File: src/rtl/asi_pkg.sv
// Shared AXI widths, burst types and AMI read-master types.
// Widths are fixed here so every master/slave block agrees on the bus shape.
package asi_pkg;

  localparam int AXI_IW     = 4;
  localparam int AXI_AW     = 32;
  localparam int AXI_DW     = 32;
  localparam int AXI_LW     = 8;
  localparam int AXI_SW     = 3;
  localparam int AXI_BURSTW = 2;
  localparam int AXI_RRESPW = 2;

  typedef enum logic [AXI_BURSTW-1:0] {
    BT_FIXED = 2'd0,
    BT_INCR  = 2'd1,
    BT_WRAP  = 2'd2
  } bt_t;

  typedef enum logic [2:0] {
    AMI_ERR_NONE   = 3'd0,
    AMI_ERR_RLAST  = 3'd1,
    AMI_ERR_RID    = 3'd2,
    AMI_ERR_UNEXP  = 3'd3,
    AMI_ERR_CMDLEN = 3'd4
  } ami_err_t;

  typedef struct packed {
    logic [AXI_IW-1:0] id;
    logic [AXI_LW-1:0] len;
  } trk_t;

  typedef struct packed {
    logic [AXI_IW-1:0]     id;
    logic [AXI_DW-1:0]     data;
    logic [AXI_RRESPW-1:0] resp;
    logic                  last;
  } rbeat_t;

endpackage

File: src/rtl/sfifo.sv
// Synchronous first-word-fall-through FIFO, depth 2**AW; head visible same cycle as !empty.
// Push while full and pop while empty are ignored; FPGA_IP!=0 drops the storage reset for RAM inference.
module sfifo #(
  parameter int AW      = 2,
  parameter int DW      = 8,
  parameter int FPGA_IP = 0
) (
  input  logic          clk,
  input  logic          rst_n,
  input  logic          push,
  input  logic [DW-1:0] push_dat,
  output logic          full,
  input  logic          pop,
  output logic [DW-1:0] pop_dat,
  output logic          empty
);

  localparam int DEPTH = 1 << AW;

  logic [DW-1:0] mem [DEPTH];
  logic [AW-1:0] wp, rp;
  logic [AW:0]   cnt;
  logic          do_push, do_pop;

  // cnt tops out at DEPTH, so its MSB alone marks full
  assign full    = cnt[AW];
  assign empty   = (cnt == '0);
  assign do_push = push & ~full;
  assign do_pop  = pop & ~empty;
  assign pop_dat = mem[rp];

  always_ff @(posedge clk or negedge rst_n) begin
    if (!rst_n) begin
      wp  <= '0;
      rp  <= '0;
      cnt <= '0;
    end else begin
      if (do_push) wp <= wp + 1'b1;
      if (do_pop)  rp <= rp + 1'b1;
      case ({do_push, do_pop})
        2'b10:   cnt <= cnt + 1'b1;
        2'b01:   cnt <= cnt - 1'b1;
        default: cnt <= cnt;
      endcase
    end
  end

  if (FPGA_IP != 0) begin : g_ram_nrst
    always_ff @(posedge clk) begin
      if (do_push) mem[wp] <= push_dat;
    end
  end else begin : g_ram_rst
    always_ff @(posedge clk or negedge rst_n) begin
      if (!rst_n) begin
        for (int i = 0; i < DEPTH; i++) mem[i] <= '0;
      end else if (do_push) begin
        mem[wp] <= push_dat;
      end
    end
  end

endmodule

File: src/rtl/ami_r.sv
// AXI read master: user command -> registered AR, R beats checked against a tracking queue into a FWFT buffer.
// Commands are admitted only when buffer space is reserved, so RREADY stays high in legal use.
module ami_r
  import asi_pkg::*;
#(
  parameter int MST_OD  = 4,
  parameter int MST_RD  = 64,
  parameter int FPGA_IP = 0
) (
  input  logic                    ACLK,
  input  logic                    ARESETn,
  output logic [AXI_IW-1:0]       ARID,
  output logic [AXI_AW-1:0]       ARADDR,
  output logic [AXI_LW-1:0]       ARLEN,
  output logic [AXI_SW-1:0]       ARSIZE,
  output logic [AXI_BURSTW-1:0]   ARBURST,
  output logic                    ARVALID,
  input  logic                    ARREADY,
  input  logic [AXI_IW-1:0]       RID,
  input  logic [AXI_DW-1:0]       RDATA,
  input  logic [AXI_RRESPW-1:0]   RRESP,
  input  logic                    RLAST,
  input  logic                    RVALID,
  output logic                    RREADY,
  input  logic [AXI_IW-1:0]       u_cmd_id,
  input  logic [AXI_AW-1:0]       u_cmd_addr,
  input  logic [AXI_LW-1:0]       u_cmd_len,
  input  logic [AXI_SW-1:0]       u_cmd_size,
  input  logic [AXI_BURSTW-1:0]   u_cmd_burst,
  input  logic                    u_cmd_valid,
  output logic                    u_cmd_ready,
  output logic [AXI_IW-1:0]       u_rid,
  output logic [AXI_DW-1:0]       u_rdata,
  output logic [AXI_RRESPW-1:0]   u_rresp,
  output logic                    u_rlast,
  output logic                    u_rvalid,
  input  logic                    u_rready,
  output logic [$clog2(MST_OD):0] u_os_cnt,
  output logic                    u_err,
  output logic [2:0]              u_err_code,
  input  logic                    u_err_clr
);

  localparam int OD_AW = $clog2(MST_OD);
  localparam int RD_AW = $clog2(MST_RD);
  localparam int RSV_W = RD_AW + 1;

  logic             run;
  logic [RSV_W-1:0] resv;
  logic [AXI_LW-1:0] beat;
  ami_err_t         err_q, err_new;
  trk_t             trk_in, trk_head;
  rbeat_t           rbuf_in, rbuf_head;
  logic             trk_full, trk_empty, rbuf_full, rbuf_empty;
  logic             cmd_big, cmd_fit, cmd_acc, cmd_iss;
  logic             r_hs, r_ok, r_end, u_pop;

  // Oversized commands are always admissible: they are swallowed and flagged, never issued
  always_comb begin
    cmd_big     = (32'(u_cmd_len) + 32'd1) > 32'(MST_RD);
    cmd_fit     = (32'(resv) + 32'(u_cmd_len) + 32'd1) <= 32'(MST_RD);
    u_cmd_ready = run & ~ARVALID &
                  (cmd_big | ((32'(u_os_cnt) < 32'(MST_OD)) & cmd_fit & ~trk_full));
  end

  assign cmd_acc = u_cmd_valid & u_cmd_ready;
  assign cmd_iss = cmd_acc & ~cmd_big;
  assign r_hs    = RVALID & RREADY;
  assign r_ok    = r_hs & ~trk_empty;
  assign r_end   = r_ok & RLAST;
  assign u_pop   = u_rvalid & u_rready;
  assign RREADY  = ~rbuf_full;

  // Priority when several checks trip on one beat: UNEXP, RLAST, RID, then CMDLEN
  always_comb begin
    err_new = AMI_ERR_NONE;
    if (r_hs && trk_empty)                               err_new = AMI_ERR_UNEXP;
    else if (r_ok && (RLAST != (beat == trk_head.len))) err_new = AMI_ERR_RLAST;
    else if (r_ok && (RID != trk_head.id))              err_new = AMI_ERR_RID;
    else if (cmd_acc && cmd_big)                        err_new = AMI_ERR_CMDLEN;
  end

  always_ff @(posedge ACLK or negedge ARESETn) begin
    if (!ARESETn) begin
      run      <= 1'b0;
      ARVALID  <= 1'b0;
      ARID     <= '0;
      ARADDR   <= '0;
      ARLEN    <= '0;
      ARSIZE   <= '0;
      ARBURST  <= '0;
      resv     <= '0;
      u_os_cnt <= '0;
      beat     <= '0;
      err_q    <= AMI_ERR_NONE;
    end else begin
      run <= 1'b1;
      if (cmd_iss) begin
        ARVALID <= 1'b1;
        ARID    <= u_cmd_id;
        ARADDR  <= u_cmd_addr;
        ARLEN   <= u_cmd_len;
        ARSIZE  <= u_cmd_size;
        ARBURST <= u_cmd_burst;
      end else if (ARREADY) begin
        ARVALID <= 1'b0;
      end
      resv <= RSV_W'(32'(resv) + (cmd_iss ? 32'(u_cmd_len) + 32'd1 : 32'd0)
                     - (u_pop ? 32'd1 : 32'd0));
      if (cmd_iss && !r_end)      u_os_cnt <= u_os_cnt + 1'b1;
      else if (!cmd_iss && r_end) u_os_cnt <= u_os_cnt - 1'b1;
      if (r_ok) beat <= RLAST ? '0 : beat + 1'b1;
      // A clear in the same cycle as a new error yields to the new error
      if (err_new != AMI_ERR_NONE && (err_q == AMI_ERR_NONE || u_err_clr)) err_q <= err_new;
      else if (u_err_clr)                                                  err_q <= AMI_ERR_NONE;
    end
  end

  assign u_err      = (err_q != AMI_ERR_NONE);
  assign u_err_code = err_q;

  assign trk_in  = '{id: u_cmd_id, len: u_cmd_len};
  assign rbuf_in = '{id: RID, data: RDATA, resp: RRESP, last: RLAST};

  sfifo #(.AW(OD_AW), .DW($bits(trk_t)), .FPGA_IP(FPGA_IP)) u_trk (
    .clk      (ACLK),
    .rst_n    (ARESETn),
    .push     (cmd_iss),
    .push_dat (trk_in),
    .full     (trk_full),
    .pop      (r_end),
    .pop_dat  (trk_head),
    .empty    (trk_empty)
  );

  sfifo #(.AW(RD_AW), .DW($bits(rbeat_t)), .FPGA_IP(FPGA_IP)) u_rbuf (
    .clk      (ACLK),
    .rst_n    (ARESETn),
    .push     (r_ok),
    .push_dat (rbuf_in),
    .full     (rbuf_full),
    .pop      (u_pop),
    .pop_dat  (rbuf_head),
    .empty    (rbuf_empty)
  );

  assign u_rvalid = ~rbuf_empty;
  assign u_rid    = rbuf_head.id;
  assign u_rdata  = rbuf_head.data;
  assign u_rresp  = rbuf_head.resp;
  assign u_rlast  = rbuf_head.last;

endmodule
File: config.mk
export PLATFORM = sky130hd
export DESIGN_NAME = ami_r
export DESIGN_NICKNAME = d
export VERILOG_FILES = /design/src/rtl/asi_pkg.sv /design/src/rtl/sfifo.sv /design/src/rtl/ami_r.sv
export SDC_FILE = /design/constraint.sdc
export NUM_CORES = 2
export LEC_CHECK = 0
export ABC_CLOCK_PERIOD_IN_PS = 6800
export BUFFER_PORTS_ARGS = -buffer_cell sky130_fd_sc_hd__buf_2
export CORE_MARGIN = 2
export CORE_UTILIZATION = 55
export DETAILED_ROUTE_END_ITERATION = 6
export GPL_ROUTABILITY_DRIVEN = 0
export PLACE_DENSITY = 0.71
export SLEW_MARGIN = 30
export SYNTH_ARGS = -nofsm -noshare
export SYNTH_HDL_FRONTEND = slang
export SYNTH_SLANG_ARGS = --single-unit
export TNS_END_PERCENT = 100
File: constraint.sdc
create_clock -name ACLK -period 6.8 [get_ports ACLK]
set_clock_uncertainty 0.05 [all_clocks]
set_input_delay 0.68 -clock ACLK [delete_from_list [all_inputs] [get_ports ACLK]]
set_output_delay 0.68 -clock ACLK [all_outputs]
set_load 0.05 [all_outputs]
==> flow_summary.json <==
{
  "status": "complete, no violations",
  "hold_start": "u_cmd_id[3]",
  "post_cts_buffers": 0,
  "clockPowerShare_pct": 34.4,
  "cts.clk_slew.worst_paths_ns": 0.06,
  "tightest_slew_ns": 1.059,
  "worst-path-buf-inv": 3,
  "wirelength_mm": 324.9,
  "seqPwrFrac_pct": 41.1,
  "die_height_um": 470.5,
  "hold_class": "primary input to flop",
  "slew_headroom_pct": 29.38,
  "root_buffer": "clkbuf_16",
  "powerDensity_mw_per_mm2": 333.1,
  "io_pins": 194,
  "crit_path_end": "u_rdata[28]",
  "r2r-start": "resv[1]",
  "synth-seq-cells": 2642,
  "syn_inst": 7214,
  "p_sw_share_pct": 30.30,
  "initial_utilization_pct": 55.23,
  "arrival_ns": 4.56,
  "crit_start": "u_rbuf.rp[1]",
  "nets": 7322,
  "slowest_delay_ns": 1.07,
  "grtUsageTotal_pct": 29.78,
  "synth_edf_count": 0,
  "cp.required_ns": 6.07,
  "r2r-end": "resv[6]",
  "drtPass1Iterations": 5,
  "async_flop_share_pct": 100.0,
  "slowest_stage": "dfrtp_4",
  "ir_worst_vdd_v": 0.0003623,
  "numCtsBuffers": 292,
  "max_freq_ghz": 0.1889,
  "portBuffers": 193,
  "setup_viol": 0,
  "cap_violations": 0,
  "rsz0062_at_grt": "no",
  "hpwl_mm": 185.3,
  "synth_cell_type_count": 59,
  "drive_above_1_share_pct": 58.43,
  "ant_nets": 0,
  "grt_pass1_vias": 70510,
  "fin_crit_sh_pct": 77.86,
  "routed-via-count": 66430,
  "place_ws_ns": 1.823,
  "layout_setup_ws_ns": 1.505,
  "cts_htree_levels": 5,
  "tns_ns": 0,
  "rows": 171,
  "leakage_nw": 64.35,
  "numClockSinks": 2642,
  "p_comb_share_pct": 24.5,
  "dpl_cell_area_mm2": 0.1240,
  "synth.avg_cell_area_um2": 16.59,
  "synth_warnings": 0,
  "startpoint_type": "flop",
  "chipWidth_um": 470.5,
  "syn2layout_area_growth_pct": 11.76,
  "grt_max_degree": 180,
  "ys.flop_type": "dfrtp_1",
  "p_sw_mw": 13.50,
  "critPathTopFamily": "multiplexers",
  "via_per_inst": 6.487,
  "layout_common_cells": "2635 x dfrtp_1, 2586 x mux2_2, 831 x mux4_2",
  "critical_path_class": "flop to output pin",
  "rrSetupSlack_ns": 2.31,
  "first_iter_violations": 5912,
  "stdcell_count": 10240,
  "die_area_mm2": 0.2214,
  "drt-wirelength-per-cell_um": 31.73,
  "clk_latency_ns": 0.92,
  "syn-num-nets": 7349,
  "path_cells": "buf_12, buf_4, mux4_2, mux4_2, mux4_2, buf_2",
  "antenna_found_initial": 8,
  "critical_path.max_fanout": 46,
  "fin_area_mm2": 0.1338,
  "syn_area_mm2": 0.1197,
  "slew_viol_final": 0,
  "clockBufferDepth": 4,
  "core_area_mm2": 0.2167,
  "r2r_cells": 21,
  "cellInternalPower_mw": 31.06,
  "grt_overflow_total": 0,
  "period_needed_ns": 5.295,
  "final_common_cell": "dfrtp_1",
  "drc": 0,
  "grt_pass1_wl_mm": 483.7,
  "final-hold-violation-count": 0,
  "cpMostUsedCell": "mux4_2",
  "endpoint_kind": "output pin",
  "utilization_pct": 61.73,
  "synth-seq-area-share_pct": 55.23,
  "dp_cells": 9701,
  "cts_tree": "built",
  "cp_num_cells": 6
}
==> routing by layer <==
metal | vias up | GRT usage [%] | part of all wire (%) | wire length, µm
met3 | 569 | 5.361 | 6.2 | 20120
met1 | 37020 | 42.64 | 43 | 139400
met5 | - | 0 | 0.016 | 53
met2 | 2070 | 46.85 | 48 | 155000
li1 | 26760 | - | - | -
met4 | 8 | 9.331 | 3.2 | 10370
==> area by class of cell <==
type | count | area [µm²]
antenna | 5 | 12.51
clock buffer | 433 | 8617
clock inverter | 56 | 565.5
fill | 15630 | 82960
inverter | 44 | 165.2
multi-input combinational | 3779 | 50760
sequential | 2642 | 66140
tap | 2854 | 3571
timing repair buffer | 428 | 3955
==> cell families (layout without fill, tap and decap cells) <==
group	Yosys count	in the layout	share of synthesized area, %
multiplexers	3423	3423	40.02
AO/OA/AOI/OAI	56	56	0.2853
other	1	6	0.003133
flip-flops	2642	2642	55.23
buffers and inverters	793	961	2.759
adder cells (fa/ha/maj)	41	41	0.4516
AND/OR/NAND/NOR	210	210	0.9000
XOR/XNOR	48	48	0.3512
==> cell usage after synthesis (all sizes together) (9+ instances only) <==
library cell,count,area (µm²)
a21oi,13,65.06
and2,9,56.30
buf,309,1486
clkbuf,440,1652
dfrtp,2642,66110
ha,36,450.4
inv,43,161.4
mux2,2591,29180
mux4,831,18720
nand2,52,202.7
nand3,19,115.1
nor2,54,212.7
nor3,20,100.1
o21ai,22,110.1
xnor2,28,245.2
xor2,20,175.2
==> metrics by stage <==
step           total power [mW]  hold slack, ns
5_1_grt                   46.30         0.04429
3_3_place_gp              29.33          0.4141
6_report                  44.56         0.06913
3_5_place_dp              29.55          0.4147
2_1_floorplan             26.02          0.3344
4_1_cts                   44.90        0.005955
==> registers in the layout, summed over array words and instances, names as in the netlist, 3 cells and up <==
name	flops
u_rbuf.mem	2496
u_trk.mem	48
ARADDR	32
ARLEN	8
beat	8
resv	7
u_rbuf.cnt	7
u_rbuf.rp	6
u_rbuf.wp	6
ARID	4
ARSIZE	3
u_err_code	3
u_os_cnt	3
u_trk.cnt	3
==> power by group through the flow <==
stage / clock network, mW / logic, mW / registers, mW
2_1_floorplan: 0 / 7.64 / 18.4
3_3_place_gp: 0 / 10.9 / 18.5
3_5_place_dp: 0 / 11.0 / 18.6
4_1_cts: 15.6 / 11.0 / 18.3
5_1_grt: 16.3 / 11.6 / 18.5
6_report: 15.3 / 10.9 / 18.3
==> repair_timing <==
| item | in CTS | in global routing |
|---|---|---|
| gates resized for setup | 0 | 0 |
| hold buffers | 42 | 0 |
| endpoints found under the setup margin | 0 | 0 |
| endpoints found under the hold margin | 133 | 0 |
==> worst min-delay path by stage <==
| stage | endpoint | cells past startpoint |
|---|---|---|
| 2_1_floorplan | ARADDR[0] | 0 |
| 3_3_place_gp | u_rbuf.cnt[6] | 1 |
| 3_5_place_dp | u_rbuf.cnt[6] | 1 |
| 4_1_cts | ARID[3] | 2 |
| 5_1_grt | ARID[3] | 2 |
| 6_report | ARID[3] | 2 |
Power figures use the tool's default switching activity.
